--- src/rtl/muldiv_unit.sv ---
// Iterative 32-bit multiply/divide unit with architectural HI/LO registers.
// 32 shift-add or restoring-divide steps, then a sign fix-up cycle.
`timescale 1ns/1ps
module muldiv_unit (
  input  logic        clock,
  input  logic        reset,
  input  logic        start,
  input  logic [1:0]  op,
  input  logic [31:0] operand_a,
  input  logic [31:0] operand_b,
  input  logic        mt_hi,
  input  logic        mt_lo,
  input  logic [31:0] mt_value,
  output logic        busy,
  output logic        done,
  output logic [31:0] hi,
  output logic [31:0] lo,
  output logic [1:0]  fsm_state
);

  localparam logic [1:0] IDLE  = 2'd0;
  localparam logic [1:0] RUN   = 2'd1;
  localparam logic [1:0] FIXUP = 2'd2;

  logic [1:0]  state;
  logic        is_div;
  logic        neg_a;
  logic        neg_b;
  logic [31:0] mag_a;
  logic [31:0] mag_b;
  logic [31:0] orig_a;
  logic [63:0] acc;
  logic [4:0]  count;

  logic        in_neg_a;
  logic        in_neg_b;
  logic [31:0] in_mag_a;
  logic [31:0] in_mag_b;
  logic [32:0] mul_sum;
  logic [63:0] acc_mul;
  logic [32:0] rem_shift;
  logic [31:0] rem_diff;
  logic [63:0] acc_div;
  logic [63:0] product;
  logic [31:0] quot_fix;
  logic [31:0] rem_fix;

  assign fsm_state = state;

  // Signed ops (op[0]==0) work on magnitudes; the signs are re-applied in FIXUP.
  always_comb begin
    in_neg_a = ~op[0] & operand_a[31];
    in_neg_b = ~op[0] & operand_b[31];
    in_mag_a = in_neg_a ? (~operand_a + 32'd1) : operand_a;
    in_mag_b = in_neg_b ? (~operand_b + 32'd1) : operand_b;
  end

  // Multiply: multiplier sits in acc[31:0], partial product grows in acc[63:32].
  always_comb begin
    mul_sum = {1'b0, acc[63:32]} + (acc[0] ? {1'b0, mag_a} : 33'd0);
    acc_mul = {mul_sum, acc[31:1]};
  end

  // Divide: remainder in acc[63:32], dividend/quotient bits shift through acc[31:0].
  always_comb begin
    rem_shift = acc[63:31];
    rem_diff  = rem_shift[31:0] - mag_b;
    if (rem_shift >= {1'b0, mag_b}) acc_div = {rem_diff, acc[30:0], 1'b1};
    else                            acc_div = {acc[62:0], 1'b0};
  end

  always_comb begin
    product  = (neg_a ^ neg_b) ? (~acc + 64'd1) : acc;
    quot_fix = (neg_a ^ neg_b) ? (~acc[31:0] + 32'd1) : acc[31:0];
    rem_fix  = neg_a ? (~acc[63:32] + 32'd1) : acc[63:32];
  end

  always_ff @(posedge clock) begin
    if (reset) begin
      state  <= IDLE;
      busy   <= 1'b0;
      done   <= 1'b0;
      hi     <= 32'd0;
      lo     <= 32'd0;
      is_div <= 1'b0;
      neg_a  <= 1'b0;
      neg_b  <= 1'b0;
      mag_a  <= 32'd0;
      mag_b  <= 32'd0;
      orig_a <= 32'd0;
      acc    <= 64'd0;
      count  <= 5'd0;
    end else begin
      done <= 1'b0;
      case (state)
        IDLE: begin
          if (mt_hi) hi <= mt_value;
          if (mt_lo) lo <= mt_value;
          if (start) begin
            state  <= RUN;
            busy   <= 1'b1;
            is_div <= op[1];
            neg_a  <= in_neg_a;
            neg_b  <= in_neg_b;
            mag_a  <= in_mag_a;
            mag_b  <= in_mag_b;
            orig_a <= operand_a;
            acc    <= {32'd0, op[1] ? in_mag_a : in_mag_b};
            count  <= 5'd0;
          end
        end
        RUN: begin
          acc   <= is_div ? acc_div : acc_mul;
          count <= count + 5'd1;
          if (count == 5'd31) state <= FIXUP;
        end
        FIXUP: begin
          state <= IDLE;
          busy  <= 1'b0;
          done  <= 1'b1;
          if (!is_div) begin
            hi <= product[63:32];
            lo <= product[31:0];
          end else if (mag_b == 32'd0) begin
            // Divide by zero: no trap, quotient saturates and HI keeps the dividend.
            hi <= orig_a;
            lo <= 32'hFFFF_FFFF;
          end else begin
            hi <= rem_fix;
            lo <= quot_fix;
          end
        end
        default: begin
          state <= IDLE;
          busy  <= 1'b0;
        end
      endcase
    end
  end

endmodule

--- config.mk ---
export PLATFORM = sky130hd
export DESIGN_NAME = muldiv_unit
export DESIGN_NICKNAME = d
export VERILOG_FILES = /design/src/rtl/muldiv_unit.sv
export SDC_FILE = /design/constraint.sdc
export NUM_CORES = 1
export LEC_CHECK = 0
export CAP_MARGIN = 15
export CORE_MARGIN = 1
export CORE_UTILIZATION = 55
export DETAILED_ROUTE_END_ITERATION = 10
export PLACE_DENSITY_LB_ADDON = 0.05
export SLEW_MARGIN = 5
export SYNTH_ARGS = -nofsm -noshare
export SYNTH_HDL_FRONTEND = slang
export SYNTH_SLANG_ARGS = --single-unit
--- constraint.sdc ---
create_clock -name clock -period 10.5 [get_ports clock]
set_clock_uncertainty 0.15 [all_clocks]
set_input_delay 2.1 -clock clock [delete_from_list [all_inputs] [get_ports clock]]
set_output_delay 2.1 -clock clock [all_outputs]
set_load 0.01 [all_outputs]
## Word-level counts from Yosys, hierarchy flattened

Index checks and enable logic that the tools add are counted.

- Register bits: 236
- Input port bits: 103
- Output and inout bits: 68
- Logic and storage cells: 76

- Add/sub/neg operators: 8
- Magnitude comparators: 1
- Equal/unequal tests: 7
- Muxes and demuxes: 27
- Bitwise logic cells: 10
- Reduce and logical (&&, ||, !) cells: 10

Operator list:

| operator | count |
|---|---|
| $mux 32 | 12 |
| $mux 64 | 4 |
| $add 32x1->32 const B | 4 |
| $not 32->32 | 4 |
| $pmux 32 s2 | 2 |
| $pmux 64 s2 | 1 |
| $add 64x1->64 const B | 1 |
| $not 64->64 | 1 |
| $add 32x32->33 | 1 |
| $ge 33x32->1 | 1 |
| $logic_not 32->1 | 1 |
| $sub 32x32->32 | 1 |
| $reduce_and 2->1 | 6 |
| $pmux 5 s2 | 1 |
| $ne 2x2->1 const B | 4 |
| $add 5x1->5 const B | 1 |
| $eq 5x5->1 const B | 1 |
| $mux 5 | 1 |
| $mux 2 | 2 |
| $pmux 2 s2 | 1 |
| $reduce_bool 2->1 | 2 |
| $and 1x1->1 | 2 |
| $eq 2x1->1 const B | 1 |
| $eq 2x2->1 const B | 1 |
| other kinds (5) | 7 |

## Logic depth before layout (Yosys ltp)

Gate-level depths: netlist of run 1.

- Depth after elaboration: 6
- Gate-level depth with buffers: 15
- Mapped depth without buffers: 13

## Least setup slack after synthesis of run 1

No wires, ideal clock.

- Path kind: input to register
- Start point: input operand_a[2]
- End point: register acc[27]
- Library setup time: 0.086 ns
- Data arrival time: 4.493 ns
- Required time: 10.264 ns
- Slack: 5.772 ns
- Stages: 9
- Path buffers: 0
- Path through: or4_1 nor4b_2 nand2_1 or4_1 o21ai_1 xor2_1 a211oi_1 a211oi_1 a211oi_1

- Longest elaborated chain between the ends: 6

RTL lines:

| item | line | text |
|---|---|---|
| from (decl) | 9 | `input logic [31:0] operand_a,` |
| $not 32->32 | 54 | `in_mag_a = in_neg_a ? (~operand_a + 32'd1) : operand_a;` |
| $add 32x1->32 | 54 |  |
| $mux 32 | 54 |  |
| $mux 32 | 108 | `acc <= {32'd0, op[1] ? in_mag_a : in_mag_b};` |
| $mux 64 | 99 | `if (start) begin` |
| $pmux 64 s2 | 95 | `case (state)` |
| to (signal assigned) | 108 |  |
| to (signal assigned) | 113 | `acc <= is_div ? acc_div : acc_mul;` |
| to (decl) | 32 | `logic [63:0] acc;` |

Every way passes these cells. The select of a mux whose other input is x is not followed.
A chain may end at the register's enable or synchronous reset.

## Final worst setup path of run 1

Same ends and word-level chain as after synthesis.

==> reports/metrics.cfg, run 1 <==
[synthesis]
synthesis.nets = 2517
yosys.area.top_type = dfxtp_1
ys_seq_elements = 235
avgSynthCellArea_um2 = 7.39
syn-cell-area_um2 = 17300
synth_area_leaders = dfxtp_1, a21oi_1, nand2_1
synth_edf_count = 0
synth_top_cell_area_share_pct = 27.2
yosys_warnings = 0
synthFlopType = dfxtp_1
synthCells = 2342
async_flop_share_pct = 0
ys_types = 74
ys_seq_area_share_pct = 27.2

[clocking]
cts_sinks = 235
cts_buffer_depth = 3
insertion_delay_ns = 0.56
cts-buffers-inserted = 27
hold_buffers = 0
root_buffer = clkbuf_16
h-tree-depth = 1
cts_resized = 0
postCtsSetupBuffers = 0
clk_pin_slew_ns = 0.06
cts_tree = built

[die]
ios = 171
die_width_um = 179
dieArea_um2 = 32200
start_util_pct = 56.3
coreArea_um2 = 30700
fp-row-count = 64
dieHeight_um = 179

[critical_path]
cp-start-kind = input pin
arrival_ns = 5.64
cp-end-kind = flip-flop
crit_required_ns = 10.79
criticalPathCategory = input pin to flip-flop
worstPathMaxFanout = 6

[power]
design_power_total_mw = 2.76
p_per_area_nw_per_um2 = 138
cellLeakagePower_nw = 7.53
peakVddDrop_mv = 0.176

[global_routing]
grt_usage_pct = 41.6
top_usage_layer = met2
grt_pass1_wl_um = 104000
use_met2_pct = 64.5
antenna_found_initial = 0
met3_usage_pct = 9.04
grt_pass1_vias = 17200
met1_usage_pct = 56.2
grt_overflow = 0
grt_max_degree = 78

[timing]
period_minus_slack_ns = 5.34
timing.fmax_ghz = 0.187
final_hold_viol_count = 0
rsz0062_at_grt = no
worst_hold_slack_ns = 0.301
layout_setup_ws_ns = 5.16
slew_headroom_pct = 26.4
fin_crit_sh_pct = 50.9
tightest_slew_ns = 1.10
finalSetupTns_ns = 0
setup_viol = 0
maxSlewViolCount = 0

[route]
wl_per_cell_um = 24.8
drt-total-wl_um = 69300
via_per_inst = 6.79
num_vias = 19000
ant_nets = 0
drt_iter0_drc = 2473
drc = 8
firstDrtPassIters = 10

[final_layout]
final_cells = 2792
final_area_um2 = 20000
n_antenna_cell = 0
final_common_cell = nand2_1
fin_util_pct = 65.0
drive_gt1_share_pct = 4.30
synthToLayoutAreaGrowth_pct = 15.4
final_cell_mix = nand2_1, a21oi_1, dfxtp_1
nets = 2552

[run]
cap_violations = 0

[status]
violations = design-rule violations
outcome = finished with violations

[worst_hold_path]
hold_class = flip-flop to flip-flop

[placement]
hpwl_um = 52100
place_area_um2 = 19100
globalplace.congestion = 1.02
dp_cells = 2744
place_ws_ns = 4.78
io_buffers = 170

critical path: stages:
cell	delay, ns
clkdlybuf4s50_1	0.51
or4_1	0.64
nor4b_2	0.49
nand2_1	0.28
or4_1	0.62
o21ai_1	0.22
xor2_1	0.11
a211oi_1	0.28
a211oi_1	0.08
a211oi_1	0.32
path summary, 6_finish.rpt:
check | startpoint | to | slack [ns] | cells past startpoint
setup / recovery | operand_a[2] | acc[27] | 5.16 | 10
hold / removal | hi[19] | hi[19] | 0.30 | 2
hold reg to reg | hi[19] | hi[19] | 0.30 | 2
setup reg to reg | acc[0] | acc[63] | 5.99 | 14
flip-flops by register name, summed over array words and instances (netlist names), 2 cells and up:
signal and flops:
acc 64, count 5, fsm_state 2, hi 32
lo 32, mag_a 32, mag_b 32, orig_a 31
Yosys cell counts, drive strengths merged, types with 49 or more instances:
master and count:
inv 71, nand2 266, o21ai 117, clkbuf 172
o221ai 49, xor2 92, nor2 228, ha 70
xnor2 94, a211oi 118, nor3 63, a21oi 254
dfxtp 235
cells by family after synthesis:
logic type | Yosys count | synth area share [%]
buffers and inverters | 263 | 5.79
AOI/OAI and AO/OA | 768 | 29.0
adders and majority gates | 72 | 5.29
muxes | 46 | 2.71
and+or+nand+nor | 772 | 20.7
DFF | 235 | 27.2
xor gates and xnor gates | 186 | 9.41
power breakdown:
group | internal (mW) | switching, mW
combinational | 0.271 | 0.452
sequential | 0.954 | 0.0858
clock | 0.600 | 0.397
total | 1.83 | 0.935
metal layers:
layer	up-vias	part of all wire, %
met3	213	12
met5	-	0
met2	1232	43
met4	0	4.5
met1	8919	40
li1	8588	-
layout make-up:
type | instances | area, µm²
Timing Repair Buffer | 198 | 1910
Sequential cell | 235 | 4710
Tap cell | 396 | 495
Clock buffer | 41 | 808
Multi-Input combinational cell | 1844 | 11700
Fill cell | 2814 | 10800
Inverter | 71 | 267
Clock inverter | 7 | 114
Note: power is estimated with default switching activity, not from simulation.
==> run 2, diff against run 1 <==
--- a/config.mk
+++ b/config.mk
@@ -7,7 +7,7 @@
 export LEC_CHECK = 0
 export CAP_MARGIN = 15
 export CORE_MARGIN = 1
-export CORE_UTILIZATION = 55
+export CORE_UTILIZATION = 53
 export DETAILED_ROUTE_END_ITERATION = 10
 export PLACE_DENSITY_LB_ADDON = 0.05
 export SLEW_MARGIN = 5
==> constraint.sdc (replaced) <==
create_clock -name clock -period 4.5 [get_ports clock]
set_clock_uncertainty 0.15 [all_clocks]
set_input_delay 0.9 -clock clock [delete_from_list [all_inputs] [get_ports clock]]
set_output_delay 0.9 -clock clock [all_outputs]
set_load 0.01 [all_outputs]
==> reports/metrics.cfg, run 2 (synthesized netlist as in run 1, its figures left out) <==
[status]
outcome = completed

[power]
p_comb_share_pct = 27.1
design_power_total_mw = 6.42
peakVddDrop_mv = 0.324
p_per_area_nw_per_um2 = 314
swShare_pct = 34.1
intPower_mw = 4.23
power_switching_mw = 2.19
cellLeakagePower_nw = 7.81
clockPowerShare_pct = 35.7
pwr-share-seq_pct = 37.3

[global_routing]
grt_usage_pct = 41.0
grt_max_degree = 95
grt_pass1_vias = 17500
grt_overflow = 0
grt_pass1_wl_um = 105000
antenna_found_initial = 1

[final_layout]
fin_util_pct = 64.1
regMostFlops = acc
final_common_cell = nand2_1
largest_reg_flops = 64
synthToLayoutAreaGrowth_pct = 18.1
final_cells = 2889
final_area_um2 = 20400
n_antenna_cell = 0
nets = 2609
drive_gt1_share_pct = 6.48
final_cell_mix = nand2_1, a21oi_1, dfxtp_1

[die]
ios = 171
dieHeight_um = 183
dieArea_um2 = 33400
start_util_pct = 54.3
die_width_um = 183
coreArea_um2 = 31900
fp-row-count = 65

[critical_path]
worstReg2RegStart = acc[0]
criticalPathCategory = flip-flop to flip-flop
cp-end-kind = flip-flop
cp-start-kind = flip-flop
r2r-end = acc[57]
ff2ff_path_depth = 14
worstPathMaxFanout = 5
r2r_slack_ns = 0.54
arrival_ns = 4.21
crit_required_ns = 4.75

[route]
drc = 0
via_per_inst = 6.61
wl_per_cell_um = 24.2
num_vias = 19100
ant_nets = 0
drt-total-wl_um = 69800
drt_iter0_drc = 2178
firstDrtPassIters = 7

[placement]
globalplace.congestion = 0.999
hpwl_um = 53300
place_ws_ns = 0.212
io_buffers = 170
dp_cells = 2839
place_area_um2 = 19500

[worst_hold_path]
hold_path_depth = 2
min_to = hi[4]
hold_class = flip-flop to flip-flop
min-delay-start = hi[4]

[clocking]
h-tree-depth = 1
root_buffer = clkbuf_16
cts_resized = 0
insertion_delay_ns = 0.57
cts_sinks = 235
cts-buffers-inserted = 28
cts_tree = built
cts_buffer_depth = 3
postCtsSetupBuffers = 0
hold_buffers = 0
clk_pin_slew_ns = 0.06

[timing]
maxSlewViolCount = 0
finalSetupTns_ns = 0
setup_viol = 0
timing.fmax_ghz = 0.253
period_minus_slack_ns = 3.96
rsz0062_at_grt = no
fin_crit_sh_pct = 88.0
worst_hold_slack_ns = 0.304
tightest_slew_ns = 1.10
slew_headroom_pct = 26.9
final_hold_viol_count = 0
layout_setup_ws_ns = 0.540

[run]
cap_violations = 0

run 2: worst max-delay path, stage by stage, from the launching register on:
cell	delay, ns
dfxtp_1	0.40
and2_1	0.21
ha_1	0.21
inv_1	0.07
fa_1	0.20
nor2b_1	0.07
o31ai_1	0.53
a21oi_1	0.20
a22oi_1	0.43
a221oi_1	0.21
buf_4	0.19
a41oi_1	0.27
a21oi_1	0.14
xnor2_1	0.36
a221oi_1	0.15
run 2: metal layers:
metal | up-vias | GRT usage [%] | wire, µm
li1 | 8697 | - | -
met1 | 9085 | 55.2 | 29000
met2 | 1099 | 63.3 | 30300
met3 | 208 | 7.92 | 6970
met4 | 2 | 18.3 | 3510
met5 | - | 0 | 13
run 2: final cells by class:
cell class	count	area (µm²)
Multi-Input combinational cell	1844	11700
Fill cell	2896	11400
Sequential cell	235	4710
Timing Repair Buffer	254	2350
Clock buffer	40	797
Tap cell	435	544
Inverter	71	267
Clock inverter	10	106
run 2: worst max-delay path by stage:
stage                 start       to  slack, ns  cells after the start
3_3_place_gp   operand_a[3]  acc[27]       0.28                     10
3_5_place_dp   operand_a[3]  acc[27]       0.21                     10
6_report             acc[0]  acc[57]       0.54                     14
5_1_grt              acc[0]  acc[61]       0.40                     13
2_1_floorplan  operand_a[2]  acc[27]       0.97                      9
4_1_cts              acc[0]  acc[61]       0.64                     14
run 2: power groups by stage:
stage / logic (mW) / registers [mW] / clock network [mW]
floorplan: 1.07 / 2.36 / 0
global placement: 1.66 / 2.42 / 0
detailed placement: 1.68 / 2.43 / 0
CTS: 1.69 / 2.38 / 2.30
global route: 1.86 / 2.41 / 2.39
finish: 1.74 / 2.39 / 2.29
